$ cat src/rtl/pu_seq_if.sv
// Instruction-fetch handshake bundle between the PU sequencer and instruction memory.
// Latency: none, plain wires. Backpressure: imem_req holds with a stable address until imem_rdy.
// Ports: master = sequencer (drives req/addr), slave = memory (drives rdy/data).
interface pu_seq_if #(
  parameter int PCW  = 8,
  parameter int CMDW = 16
);
  logic            imem_req;
  logic [PCW-1:0]  imem_addr;
  logic            imem_rdy;
  logic [CMDW-1:0] imem_data;

  modport master (output imem_req, output imem_addr, input imem_rdy, input imem_data);
  modport slave  (input imem_req, input imem_addr, output imem_rdy, output imem_data);
endinterface

$ cat src/rtl/pu_seq.sv
// Fetch/execute/writeback sequencer for the 16-bit PU: owns PC and IR, gates the RF write.
// Latency: 3 cycles per instruction with zero-wait fetch, 2+MULLAT for register-form MUL.
// Backpressure: FETCH holds imem_req with a stable address for as long as imem_rdy stays low.
// Ports: clk/rst/start control; imem fetch bundle (master side); ir out to the decoder;
//        dec_h/dec_we in from the decoder; rf_we gated write; pc, busy, halted, retired status.
module pu_seq #(
  parameter int PCW    = 8,
  parameter int CMDW   = 16,
  parameter int MULLAT = 3
) (
  input  logic            clk,
  input  logic            rst,
  input  logic            start,
  pu_seq_if.master        imem,
  output logic [CMDW-1:0] ir,
  input  logic            dec_h,
  input  logic            dec_we,
  output logic            rf_we,
  output logic [PCW-1:0]  pc,
  output logic            busy,
  output logic            halted,
  output logic [15:0]     retired
);

  typedef enum logic [2:0] {
    S_IDLE  = 3'd0,
    S_FETCH = 3'd1,
    S_EXEC  = 3'd2,
    S_WB    = 3'd3,
    S_HALT  = 3'd4
  } state_t;

  // The counter is loaded on the FETCH->EXEC edge and EXEC leaves when it reads zero,
  // so loading MULLAT-1 yields exactly MULLAT EXEC cycles.
  localparam logic [3:0]     MUL_CNT = 4'(MULLAT - 1);
  localparam logic [PCW-1:0] PC_ONE  = PCW'(1);

  state_t          state_q, state_d;
  logic [PCW-1:0]  pc_q, pc_d;
  logic [CMDW-1:0] ir_q, ir_d;
  logic [3:0]      mcnt_q, mcnt_d;
  logic [15:0]     retired_q, retired_d;
  logic            is_mul;

  // Register-form MUL: opcode 0001 with function nibble 1100; immediate forms take 1 cycle.
  assign is_mul = (imem.imem_data[15:12] == 4'b0001) && (imem.imem_data[7:4] == 4'b1100);

  always_comb begin
    state_d   = state_q;
    pc_d      = pc_q;
    ir_d      = ir_q;
    mcnt_d    = mcnt_q;
    retired_d = retired_q;
    case (state_q)
      S_IDLE: begin
        if (start) state_d = S_FETCH;
      end
      S_FETCH: begin
        if (imem.imem_rdy) begin
          ir_d    = imem.imem_data;
          mcnt_d  = is_mul ? MUL_CNT : 4'd0;
          state_d = S_EXEC;
        end
      end
      S_EXEC: begin
        if (mcnt_q != 4'd0) mcnt_d = mcnt_q - 4'd1;
        else                state_d = S_WB;
      end
      S_WB: begin
        if (retired_q != 16'hFFFF) retired_d = retired_q + 16'd1;
        // HALT leaves pc on the HALT word so software can see where it stopped.
        if (dec_h) begin
          state_d = S_HALT;
        end else begin
          pc_d    = pc_q + PC_ONE;
          state_d = S_FETCH;
        end
      end
      S_HALT: begin
        if (start) begin
          pc_d    = '0;
          state_d = S_FETCH;
        end
      end
      default: state_d = S_IDLE;
    endcase
  end

  always_ff @(posedge clk) begin
    if (rst) begin
      state_q   <= S_IDLE;
      pc_q      <= '0;
      ir_q      <= '0;
      mcnt_q    <= 4'd0;
      retired_q <= 16'd0;
    end else begin
      state_q   <= state_d;
      pc_q      <= pc_d;
      ir_q      <= ir_d;
      mcnt_q    <= mcnt_d;
      retired_q <= retired_d;
    end
  end

  assign imem.imem_req  = (state_q == S_FETCH);
  assign imem.imem_addr = pc_q;
  assign ir             = ir_q;
  assign pc             = pc_q;
  // Only WB can write, and WB lasts one cycle, so each writing instruction pulses once.
  assign rf_we          = (state_q == S_WB) & dec_we & ~dec_h;
  assign busy           = (state_q == S_FETCH) | (state_q == S_EXEC) | (state_q == S_WB);
  assign halted         = (state_q == S_HALT);
  assign retired        = retired_q;

endmodule

$ cat src/flat_wrapper.sv
// flat-port wrapper written by rule: the top's interface ports become plain ports
module pu_seq_flat 
#(
  parameter int PCW    = 8,
  parameter int CMDW   = 16,
  parameter int MULLAT = 3
)
  (clk, rst, start, ir, dec_h, dec_we, rf_we, pc, busy, halted, retired, imem_imem_req, imem_imem_addr, imem_imem_rdy, imem_imem_data);
  pu_seq_if #(.PCW(PCW), .CMDW(CMDW)) imem_i ();
  input  logic clk;
  input  logic rst;
  input  logic start;
  output logic [CMDW-1:0] ir;
  input  logic dec_h;
  input  logic dec_we;
  output logic rf_we;
  output logic [PCW-1:0] pc;
  output logic busy;
  output logic halted;
  output logic [15:0] retired;
  output wire logic [$bits(imem_i.imem_req)-1:0] imem_imem_req;
  output wire logic [$bits(imem_i.imem_addr)-1:0] imem_imem_addr;
  input wire logic [$bits(imem_i.imem_rdy)-1:0] imem_imem_rdy;
  input wire logic [$bits(imem_i.imem_data)-1:0] imem_imem_data;
  assign imem_imem_req = imem_i.imem_req;
  assign imem_imem_addr = imem_i.imem_addr;
  assign imem_i.imem_rdy = imem_imem_rdy;
  assign imem_i.imem_data = imem_imem_data;
  pu_seq #(.PCW(PCW), .CMDW(CMDW), .MULLAT(MULLAT)) u_core (.clk(clk), .rst(rst), .start(start), .imem(imem_i), .ir(ir), .dec_h(dec_h), .dec_we(dec_we), .rf_we(rf_we), .pc(pc), .busy(busy), .halted(halted), .retired(retired));
endmodule
$ cat config.mk
export PLATFORM = sky130hd
export DESIGN_NAME = pu_seq_flat
export DESIGN_NICKNAME = d
export VERILOG_FILES = /design/src/rtl/pu_seq_if.sv /design/src/rtl/pu_seq.sv /design/src/flat_wrapper.sv
export SDC_FILE = /design/constraint.sdc
export NUM_CORES = 1
export LEC_CHECK = 0
export ABC_AREA = 1
export CAP_MARGIN = 20
export CORE_UTILIZATION = 42
export CTS_CLUSTER_DIAMETER = 30
export DETAILED_ROUTE_END_ITERATION = 10
export GPL_TIMING_DRIVEN = 0
export PLACE_DENSITY = 0.87
export SLEW_MARGIN = 20
export SYNTH_ARGS = -nofsm -noshare
export SYNTH_HDL_FRONTEND = slang
export SYNTH_SLANG_ARGS = --single-unit
$ cat constraint.sdc
create_clock -name clk -period 1.3 [get_ports clk]
set_input_delay 0.26 -clock clk [delete_from_list [all_inputs] [get_ports clk]]
set_output_delay 0.26 -clock clk [all_outputs]
set_load 0.005 [all_outputs]
[Word-level counts from Yosys, hierarchy flattened]
Cells that the tools add are included.
Operators by class
  add/subtract/negate cells: 3
  eq/ne operators: 13
  muxes and demuxes: 12
  bitwise operators: 5
  reduce and logical (&&, ||, !) cells: 11
Operators with widths (count)
  adder 16 x 1 -> 16 bit, second input constant: 1
  two-way mux 8 bit: 2
  inequality test 16 bit, second input constant: 1
  one-hot mux 8 bit (2 select lines): 1
  two-way mux 3 bit: 4
  one-hot mux 3 bit (4 select lines): 1
  AND reduction 3 bit: 3
  adder 8 x 1 -> 8 bit, second input constant: 1
  two-way mux 4 bit: 2
  one-hot mux 4 bit (2 select lines): 1
  == test 3 x 2 -> 1 bit, second input constant: 2
  inequality test 2 x 1 -> 1 bit, second input constant: 3
  inequality test 2 bit, second input constant: 3
  == test 4 x 1 -> 1 bit, second input constant: 1
  == test 4 bit, second input constant: 1
  AND reduction 2 bit: 2
  nonzero test 2 bit: 2
  nonzero test 4 bit: 1
  subtractor 4 x 1 -> 4 bit, second input constant: 1
  == test 3 x 1 -> 1 bit, second input constant: 1
  == test 3 bit, second input constant: 1
  zero test 3 bit: 1
  bitwise AND 1 bit: 2
  two-way mux 2 bit: 1
  4 further kinds: 5
Word-level totals
  flip-flop bits (word level): 47
  bits of input ports: 22
  output and inout bits: 52

[Logic depth before layout (Yosys ltp)]
  depth after elaboration: 5
  gate-level depth with buffers: 10

[Least setup slack after synthesis]
Ideal clock, no wire load.
  path kind: flip-flop to flip-flop
  start: register u_core.retired_q[0], in the netlist u_core.retired[0]
  end: register u_core.retired_q[1], in the netlist u_core.retired[1]
  arrival time: 1.321 ns
  data required time: 1.187 ns
  setup slack: -0.133 ns
  stages on the path, launching flop included: 11
  clock period less this slack: 1.433 ns
  cells stage by stage: dfxtp_1 > ha_1 > nand2_1 > nor2_2 > nand2_2 > inv_1 > nand2_2 > nand2_4 > inv_2 > nor2_1 > nor2_1
On the way
  longest elaborated chain between the ends: 2
  elaborated cells on any way between the ends: 3
RTL lines
  from (decl): RTL line pu_seq.sv:42  | logic [15:0] retired_q, retired_d;
  from (signal assigned): RTL line pu_seq.sv:101  | retired_q <= retired_d;
  parallel branches: the longest is 2 deep, another holds adder 16 x 1 -> 16 bit
Several ways; the timed one is not identified.
A chain may end at the register's enable or synchronous reset.

[Worst setup path after layout]
  start: register u_core.retired_q[0], in the netlist u_core.retired[0]
  end: register u_core.retired_q[14], in the netlist u_core.retired[14]
The elaborated chain is that of the path after synthesis.

==> flow_summary.ini <==
[route]
drc = 0
vias = 3439
first_iter_violations = 356
wl_per_cell_um = 20.1
finalWirelength_mm = 12.0
ant_nets = 0
avgViaCountPerCell = 5.77
dr.pass1.iters = 7

[clock_network]
clk_path_buf_depth = 2
cts.clk_slew.worst_paths_ps = 100
clkLatencyLatePin_ps = 320
htreeDepth = 2
cts_tree = built
numCtsBuffers = 5
cts.sinks = 47
root_buffer = clkbuf_8

[critical_path]
cpLargestDelayFamily = simple AND/OR/NAND/NOR gates
crit_fanout = 3
rrSetupSlack_ps = -330
max_stage_delay_ps = 400
crit_chain = ha_4 > buf_6 > nand3_2 > nor2_1 > nand2_2 > nor2_4 > nand2_4 > nand2_1 > nand2_1 > nor2_2
slowest_stage = dfxtp_4
cp.required_ps = 1560
startpoint_type = register
reg2reg_to = u_core.retired[14]$_SDFFE_PP0P_
endpoint_kind = register
path_common_cell = nand2_1
r2r_start = u_core.retired[0]$_SDFFE_PP0P_
ff2ff_path_depth = 10
crit_type = register to register
critPathArrivalTime_ps = 1890
crit_buf_inv = 1

[final_layout]
antenna_cells = 0
nFillCells = 294
multiInputGateArea_mm2 = 0.00183
nets = 549
synthToLayoutAreaGrowth_pct = 91.1
seq_area_mm2 = 0.00103
finalNonFillerCells = 596
final_area_mm2 = 0.00469
fin_util_pct = 84.2
drive_above_1_share_pct = 50.0

[run]
maxCapViolations = 0

[min_path]
hold_depth = 2
hp-class = register to register
min_from = u_core.ir[3]$_SDFFE_PP0P_
worstHoldEndpoint = u_core.ir[3]$_SDFFE_PP0P_

[yosys]
synthCells = 375
syn_nets = 401
yosys-top-cells-area = dfxtp_1, nand2_1, nor2_1, inv_1, nand3_1
synth.distinct_cells = 30
avgSynthCellArea_um2 = 6.55
synth_edf_count = 0
yosys.area.top_type = dfxtp_1
synthArstFlopShare_pct = 0
synth_seq_cells = 47
synth_area_mm2 = 0.00246
synth_top_cell_area_share_pct = 38.3
synth-seq-area-share_pct = 38.3
synth.yosys.warnings = 0
synthFlopType = dfxtp_1

[grt]
grt_overflow = 0
grtUsageTotal_pct = 28.4
antenna_found_initial = 0
grt_pass1_vias = 3026
grt_max_degree = 17
grt_pass1_wl_mm = 13.7

[placement]
place.detailed.hpwl_mm = 4.61
placed_area_mm2 = 0.00331
gp_congestion = 0.821
dpl_worst_slack_ps = -638
placedCellCount = 520
port_buffers = 73

[timing]
relSlewSlack_pct = 57.1
finalCriticalPeriod_ps = 1630
clock.fmax_mhz = 612
hold_slack_ps = 468
period_share_pct = 126
tightest_slew_ps = 644
fin_setup_tns_ps = -7350
hold_viol = 0
finalSetupViolations = 48
slew_violations = 0
skew_ps = 9.97
fin_ws_ps = -334
rsz0062_at_grt = true

[pwr]
leakagePower_nw = 2.14
total_power_mw = 4.19
cellPowerDensity_mw_per_mm2 = 892
ir_drop_mv = 0.732

[floorplan]
io_pins = 74
die_h_um = 78.5
start_util_pct = 44.1
fp-row-count = 27
dieArea_mm2 = 0.00616
core-area_mm2 = 0.00557
die_x_um = 78.5

[outcome]
outcome = finished with violations
violations = negative setup slack
## cell families (layout without fill, tap and decap cells)
family / Yosys count / in the layout / share of synthesized area, %
and+or+nand+nor: 216 / 217 / 37.3
xor gates and xnor gates: 5 / 5 / 1.78
DFF: 47 / 47 / 38.3
adders and majority gates: 4 / 4 / 2.04
AOI/OAI and AO/OA: 44 / 44 / 9.48
buffers and inverters: 59 / 207 / 11.1
## synth_stat cells, drive strengths merged (4+ instances only)
| cell | number |
|---|---|
| dfxtp | 47 |
| o21ai | 23 |
| nand4 | 5 |
| inv | 42 |
| nand2 | 92 |
| ha | 4 |
| a21oi | 19 |
| clkbuf | 4 |
| nor3 | 6 |
| buf | 12 |
| xor2 | 4 |
| nor2 | 87 |
| nand3 | 24 |
## worst max-delay path by stage
stage	from	endpoint	slack, ps	cells after the start
floorplan	u_core.retired[1]$_SDFFE_PP0P_	u_core.retired[1]$_SDFFE_PP0P_	4	10
global placement	rst	u_core.retired[1]$_SDFFE_PP0P_	-590	6
detailed placement	rst	u_core.retired[14]$_SDFFE_PP0P_	-640	6
CTS	u_core.state_q[2]$_SDFFE_PP0P_	imem_imem_req	-150	4
global route	u_core.retired[0]$_SDFFE_PP0P_	u_core.retired[14]$_SDFFE_PP0P_	-380	10
finish	u_core.retired[0]$_SDFFE_PP0P_	u_core.retired[14]$_SDFFE_PP0P_	-330	10
## per-layer routing
metal	up-vias	part of all wire, %	global-route usage (%)
met5	-	0	0
met4	0	9.3	17.0
met3	121	8.8	7.44
met2	271	49	50.0
met1	1575	33	30.4
li1	1472	-	-
## cells in the final DEF, fill, tap and decap left out, types with 3 or more instances in the layout
| cell type | Yosys | routed |
|---|---|---|
| nand2_2 | 7 | 18 |
| nand2_4 | 1 | 11 |
| clkdlybuf4s50_1 | 0 | 20 |
| nand4_1 | 5 | 5 |
| ha_1 | 4 | 3 |
| dfxtp_1 | 47 | 11 |
| nand2_1 | 84 | 58 |
| clkbuf_8 | 0 | 5 |
| dfxtp_2 | 0 | 19 |
| nand3_1 | 24 | 13 |
| inv_2 | 3 | 5 |
| buf_6 | 2 | 25 |
| clkdlybuf4s15_1 | 0 | 8 |
| o21ai_2 | 0 | 16 |
| a21oi_2 | 1 | 15 |
| a21oi_1 | 18 | 4 |
| inv_4 | 0 | 3 |
| inv_1 | 39 | 29 |
| nor2_4 | 1 | 17 |
| nor2_2 | 3 | 15 |
| nor2_1 | 83 | 55 |
| buf_8 | 0 | 4 |
| o21ai_0 | 22 | 3 |
| nand3_2 | 0 | 8 |
| nand2_8 | 0 | 6 |
| nand3_4 | 0 | 3 |
| o21ai_1 | 1 | 3 |
| buf_2 | 2 | 3 |
| buf_4 | 8 | 52 |
| dlygate4sd2_1 | 0 | 39 |
| dfxtp_4 | 0 | 17 |
| xor2_1 | 4 | 4 |
## cell type report
type	count	share of cell area, %
buffer	16	2.96
timing repair buffer	140	27.5
sequential	47	21.9
tap	72	1.92
multi-input combinational	270	39.1
clock buffer	5	1.47
clock inverter	3	0.533
inverter	43	4.67
## where the power goes
part / internal (mW) / switching, mW / leakage [nW]
Combinational: 0.704 / 0.844 / 1.69
Clock: 0.386 / 0.572 / 0.0443
Sequential: 1.57 / 0.112 / 0.404
## timing repair
action	4_1_cts	5_1_grt
pin swaps	16	49
endpoints found under the setup margin	95	60
hold buffers	0	0
hold endpoints to repair	0	0
setup buffers	48	19
cloned	2	2
gates resized for setup	182	173
## sequential cells by signal, indices dropped and copies added, names as in the netlist
register,count
u_core.imem.imem_addr,8
u_core.retired,16
u_core.state_q,3
u_core.mcnt_q,4
u_core.ir,16
## tightest hold or removal path, cell delays in order, from the launching register on
cell and delay, ps:
dfxtp_2 330, nor2_1 40, nor2_1 70
(Power assumes the default switching activity.)
